[config.mk]
export PLATFORM = sky130hd
export DESIGN_NAME = hazard_ctrl
export DESIGN_NICKNAME = d
export VERILOG_FILES = /design/src/rtl/hazard_ctrl_pkg.sv /design/src/rtl/hazard_ctrl_fwd_mux.sv /design/src/rtl/hazard_ctrl.sv
export SDC_FILE = /design/constraint.sdc
export NUM_CORES = 1
export LEC_CHECK = 0
export ABC_AREA = 1
export CAP_MARGIN = 20
export CORE_UTILIZATION = 45
export CTS_BUF_LIST = sky130_fd_sc_hd__clkbuf_8
export CTS_CLUSTER_DIAMETER = 120
export DETAILED_ROUTE_END_ITERATION = 8
export PLACE_DENSITY = 0.85
export SYNTH_ARGS = -nofsm -noshare
export SYNTH_HDL_FRONTEND = slang
export SYNTH_HIERARCHICAL = 1
export SYNTH_SLANG_ARGS = --single-unit
[constraint.sdc]
create_clock -name clk_i -period 2.22 [get_ports clk_i]
set_input_delay 0.333 -clock clk_i [delete_from_list [all_inputs] [get_ports clk_i]]
set_output_delay 0.333 -clock clk_i [all_outputs]
set_load 0.02 [all_outputs]
[src/rtl/hazard_ctrl_pkg.sv]
// Shared core constants for the hazard controller: write-back select codes,
// zero register, PC stop levels and FSM state encodings.
package hazard_ctrl_pkg;

  localparam int WBSEL_W = 2;

  localparam logic [WBSEL_W-1:0] WBSEL_ALU = 2'd0;
  localparam logic [WBSEL_W-1:0] WBSEL_MEM = 2'd1;

  localparam logic [4:0] ZERO_REG = 5'd0;

  localparam logic PC_STOP_ENABLE  = 1'b1;
  localparam logic PC_STOP_DISABLE = 1'b0;

  typedef enum logic [0:0] {
    IDLE    = 1'b0,
    LD_WAIT = 1'b1
  } hz_state_e;

endpackage

[src/rtl/hazard_ctrl_fwd_mux.sv]
// Forwarding mux for one D-stage operand: youngest matching producer wins,
// an optional override (multiply/divide completion) beats all producers.
module fwd_mux
  import hazard_ctrl_pkg::*;
#(
  parameter int XLEN      = 32,
  parameter int FWD_DEPTH = 2
) (
  input  logic [4:0]              addr_src,
  input  logic [XLEN-1:0]         data_rf,
  input  logic [FWD_DEPTH-1:0]    reg_wen,
  input  logic [FWD_DEPTH*5-1:0]  addr_d,
  input  logic [FWD_DEPTH*XLEN-1:0] data_d,
  input  logic                    ovr_hit,
  input  logic [XLEN-1:0]         ovr_data,
  output logic [XLEN-1:0]         fwd_data
);

  // Oldest stage is visited first so younger matches overwrite it.
  always_comb begin
    fwd_data = data_rf;
    for (int i = FWD_DEPTH - 1; i >= 0; i--) begin
      if (reg_wen[i] && (addr_d[i*5 +: 5] == addr_src)) begin
        fwd_data = data_d[i*XLEN +: XLEN];
      end
    end
    if (ovr_hit) begin
      fwd_data = ovr_data;
    end
    if (addr_src == ZERO_REG) begin
      fwd_data = data_rf;
    end
  end

endmodule

[src/rtl/hazard_ctrl.sv]
// Pipeline hazard controller: operand forwarding plus load-use stall FSM.
// Define HAZARD_MULDIV_EN to add the multiply/divide busy scoreboard.
module hazard_ctrl
  import hazard_ctrl_pkg::*;
#(
  parameter int XLEN      = 32,
  parameter int NUM_SRC   = 2,
  parameter int FWD_DEPTH = 2
) (
  input  logic                      clk_i,
  input  logic                      rst_n_i,
  input  logic [NUM_SRC*5-1:0]      AddrSrc_di,
  input  logic [NUM_SRC*XLEN-1:0]   DataSrc_di,
  input  logic [FWD_DEPTH-1:0]      RegWEn_si,
  input  logic [FWD_DEPTH*5-1:0]    AddrD_si,
  input  logic [FWD_DEPTH*XLEN-1:0] DataD_si,
  input  logic [WBSEL_W-1:0]        WBSel_ei,
  input  logic                      mem_ready_i,
`ifdef HAZARD_MULDIV_EN
  input  logic                      md_start_i,
  input  logic [4:0]                md_AddrD_i,
  input  logic                      md_done_i,
  input  logic [4:0]                md_AddrDone_i,
  input  logic [XLEN-1:0]           md_Data_i,
`endif
  output logic [NUM_SRC*XLEN-1:0]   DataSrc_do,
  output logic                      pc_stopFlag_o,
  output logic                      fd_hold_o,
  output logic                      de_flush_o,
  output logic [31:0]               stall_cnt_o
);

  hz_state_e           state_q, state_d;
  logic                load_use;
  logic                fsm_stall;
  logic                md_stall;
  logic                stall;
  logic [NUM_SRC-1:0]  md_hit;
  logic [XLEN-1:0]     md_data;
  logic [31:0]         stall_cnt_q;

  always_comb begin
    load_use = 1'b0;
    if ((WBSel_ei == WBSEL_MEM) && RegWEn_si[0] && (AddrD_si[4:0] != ZERO_REG)) begin
      for (int n = 0; n < NUM_SRC; n++) begin
        if (AddrSrc_di[n*5 +: 5] == AddrD_si[4:0]) begin
          load_use = 1'b1;
        end
      end
    end
  end

  always_ff @(posedge clk_i or negedge rst_n_i) begin
    if (!rst_n_i) begin
      state_q <= IDLE;
    end else begin
      state_q <= state_d;
    end
  end

  always_comb begin
    state_d = state_q;
    case (state_q)
      IDLE:    if (load_use) state_d = LD_WAIT;
      LD_WAIT: if (mem_ready_i) state_d = IDLE;
      default: state_d = IDLE;
    endcase
  end

  always_comb begin
    fsm_stall = 1'b0;
    case (state_q)
      IDLE:    fsm_stall = load_use;
      LD_WAIT: fsm_stall = !mem_ready_i;
      default: fsm_stall = 1'b0;
    endcase
  end

`ifdef HAZARD_MULDIV_EN
  logic [31:1] busy_q;

  // Clear is applied before set so a same-cycle start on the address wins.
  always_ff @(posedge clk_i or negedge rst_n_i) begin
    if (!rst_n_i) begin
      busy_q <= '0;
    end else begin
      for (int r = 1; r < 32; r++) begin
        if (md_start_i && (md_AddrD_i == 5'(r))) begin
          busy_q[r] <= 1'b1;
        end else if (md_done_i && (md_AddrDone_i == 5'(r))) begin
          busy_q[r] <= 1'b0;
        end
      end
    end
  end

  always_comb begin
    md_stall = 1'b0;
    md_hit   = '0;
    for (int n = 0; n < NUM_SRC; n++) begin
      md_hit[n] = md_done_i && (md_AddrDone_i == AddrSrc_di[n*5 +: 5])
                  && (AddrSrc_di[n*5 +: 5] != ZERO_REG);
      for (int r = 1; r < 32; r++) begin
        if (busy_q[r] && (AddrSrc_di[n*5 +: 5] == 5'(r)) && !md_hit[n]) begin
          md_stall = 1'b1;
        end
      end
    end
  end

  assign md_data = md_Data_i;
`else
  assign md_stall = 1'b0;
  assign md_hit   = '0;
  assign md_data  = '0;
`endif

  // Reset forces the stall outputs low even if a hazard pattern is present.
  assign stall = rst_n_i && (fsm_stall || md_stall);

  always_ff @(posedge clk_i or negedge rst_n_i) begin
    if (!rst_n_i) begin
      stall_cnt_q <= '0;
    end else if (stall && (stall_cnt_q != 32'hFFFF_FFFF)) begin
      stall_cnt_q <= stall_cnt_q + 32'd1;
    end
  end

  assign pc_stopFlag_o = stall ? PC_STOP_ENABLE : PC_STOP_DISABLE;
  assign fd_hold_o     = stall;
  assign de_flush_o    = stall;
  assign stall_cnt_o   = stall_cnt_q;

  generate
    for (genvar n = 0; n < NUM_SRC; n++) begin : g_fwd
      fwd_mux #(
        .XLEN      (XLEN),
        .FWD_DEPTH (FWD_DEPTH)
      ) u_fwd_mux (
        .addr_src (AddrSrc_di[n*5 +: 5]),
        .data_rf  (DataSrc_di[n*XLEN +: XLEN]),
        .reg_wen  (RegWEn_si),
        .addr_d   (AddrD_si),
        .data_d   (DataD_si),
        .ovr_hit  (md_hit[n]),
        .ovr_data (md_data),
        .fwd_data (DataSrc_do[n*XLEN +: XLEN])
      );
    end
  endgenerate

endmodule
==> metrics <==
critical path data arrival time 1800 ps; Final min period 2140 ps; hold_ws 254 ps; all-layer global routing usage 0.334; Synth Register Bits 33; slew margin rel. 0.519; EDFF count, synth 0; first-pass GRT wire length 44200 um; initial core utilization 0.466; post-synthesis mux area share 0; Fmax 468 MHz; Hold Buf Count CTS 0; Most used DFF post-synth dfrtp_1; vias per std cell 5.07; Routability Congestion 0.974; critical path's slowest cell clkdlybuf4s15_2; asr flop ratio synth 1.00; crit path max fanout 16; outcome complete, no violations; most common cell after layout, fill and taps aside nand2_1; Fin. Hold Viols 0; # IOs 254; WL final 28800 um; die area 16400 sq um; Layout Skew 4.93 ps; Critical Path Source Type input pin; Sinks on Clock Net 33; worst-skew pair later-pin latency 290 ps; maximum number of pins on one net before global-route repair 67; htree depth 2; Warnings, synthesis 6; Die Wd 128 um; Final nets between 1.5k and 2k; Worst path max stage delay between 200 and 250 ps; worst-path cell chain clkdlybuf4s15_2 > inv_2 > nand2_2 > nand2_2 > nor2_4 > buf_4 > clkbuf_16 > nand4_1 > nand3_1 > nand2_1 > nand2_1 > nand2_1 > clkdlybuf4s15_2; area added between synthesis and finish 46.1%; WP buf/inv 5; DRT antenna net count 0; sequential share of the synthesized area 0.115; DR vias 10.2k; Worst setup EP type output pin; max-slew violation count 0; number of buffers added on ports 253; post-synthesis compound-gate area fraction 0.0458; vias in the first global route slightly above 9k; Hold WC Path Type input pin to async pin; CTS root buf clkbuf_8; post-DP HPWL about 21000 um; total grt overflow 0; fin crit share 0.963; initial antenna violation count 0; kind of critical path input pin to output pin; drt drc 0; post-synthesis adder-cell area fraction 0.00175; number of placed instances, taps included 1980; Bufs on Longest Clock Path 2; layout cell share with drive strength beyond 1 0.134; antenna diode count 0; critical path's most frequent cell nand2_1; FILL cells 1450; row count 45; leakage power between 6 and 7 nW; CTS clk-pin slew, worst paths 70 ps; Post-Syn Area 7160 sq um; cts bufs inserted 5; drt first pass iters 5; final setup fails 0; most frequent cells in the layout nand2_1, inv_1, nor2_1; Post-Syn Area per Cell 4.88 sq um; PD cells between 200 and 300 nW/um^2; max-cap violations 0; largest family of logic cells by synthesized area simple AND/OR/NAND/NOR gates; Mapped Cells 1467; Simple-Gate Fraction of Synth Area 0.588; TritonCTS clock tree yes; initial detailed-routing violation count 1057; area of the core 15400 sq um; fin cells 2006; Worst path top cell family by delay buffers and inverters; Cell variety after synth 27; die height 128 um; Slew @ Worst Pin just over 700 ps; VDD IR max 0.239 mV; Routed WL per cell 14.4 um; Post-Synth XOR/XNOR Area 0.0220; required time worst endpoint around 1900 ps
-- report_power, final --
group          switching [mW]  internal (mW)
registers              0.0136          0.613
clock network           0.235          0.365
logic                   0.942          0.706
-- routing by layer --
| metal | share of wire | global-route usage | vias up | wire length, um |
|---|---|---|---|---|
| li1 | - | - | 4985 | - |
| met1 | 0.37 | 0.392 | 4464 | 10600 |
| met2 | 0.48 | 0.591 | 603 | 13700 |
| met3 | 0.11 | 0.0476 | 119 | 3070 |
| met4 | 0.050 | 0.171 | 0 | 1450 |
| met5 | 0 | 0 | - | 0 |
-- metrics by stage --
stage | util | power [mW] | setup slack (ps) | TNS, ps | instance area (sq um)
after global placement | 0.673 | 2.23 | -647 | -38730 | 10300
after global routing | 0.680 | 3.05 | -7.01 | -13.5 | 10500
after floorplan | - | 1.45 | 287 | 0 | 7400
after CTS | 0.685 | 2.84 | 2.44 | 0 | 10500
final | 0.680 | 2.88 | 83.2 | 0 | 10500
after detailed placement | 0.673 | 2.25 | -653 | -40270 | 10300
-- flip-flops by register name (all words and copies together) (netlist names) --
register     count
state_q          1
stall_cnt_o     32
-- area by class of cell --
class	count	area, sq um	area share
sequential	33	826	0.0790
clock inverter	2	37.5	0.00359
tap	211	264	0.0252
inverter	314	1180	0.113
clock buffer	6	82.6	0.00790
multi-input combinational	1108	4980	0.476
timing repair buffer	332	3090	0.296
-- cells in the mapped netlist (10+ instances only) --
cell      count  area share
nand2_1     531        0.28
inv_1       306        0.16
nor2_1      194        0.10
nand4_1      98       0.086
nand3_1      73       0.051
o21ai_0      64       0.045
dfrtp_1      33        0.12
clkbuf_1     30       0.016
buf_2        27       0.019
nand2_2      26       0.023
buf_6        15       0.024
nand3b_1     12       0.013
xor2_1       10       0.012
-- final timing paths --
path                           startpoint              end  slack (ps)  cells after the start
max                         AddrSrc_di[4]   DataSrc_do[27]          80                     13
min                               rst_n_i  stall_cnt_o[11]         250                      2
max reg2reg                stall_cnt_o[0]  stall_cnt_o[13]         290                      9
min reg2reg                stall_cnt_o[1]   stall_cnt_o[1]         540                      2
max in group asynchronous         rst_n_i          state_q        1470                      2
min in group clk_i         stall_cnt_o[1]   stall_cnt_o[1]         540                      2
-- logic make-up after synthesis --
family / after synthesis
and+or+nand+nor: 958
buffers and inverters: 391
AOI/OAI and AO/OA: 65
DFF: 33
xor gates and xnor gates: 18
adders and majority gates: 1
other: 1
-- what timing repair did --
| action | 4_1_cts | 5_1_grt |
|---|---|---|
| pin swaps | 4 | 10 |
| cloned | 3 | 4 |
| hold endpoints to repair | 0 | 0 |
| resized for setup | 286 | 65 |
| endpoints found under the setup margin | 67 | 66 |
| buffers inserted | 9 | 2 |
Note: power is estimated with default switching activity, not from simulation.
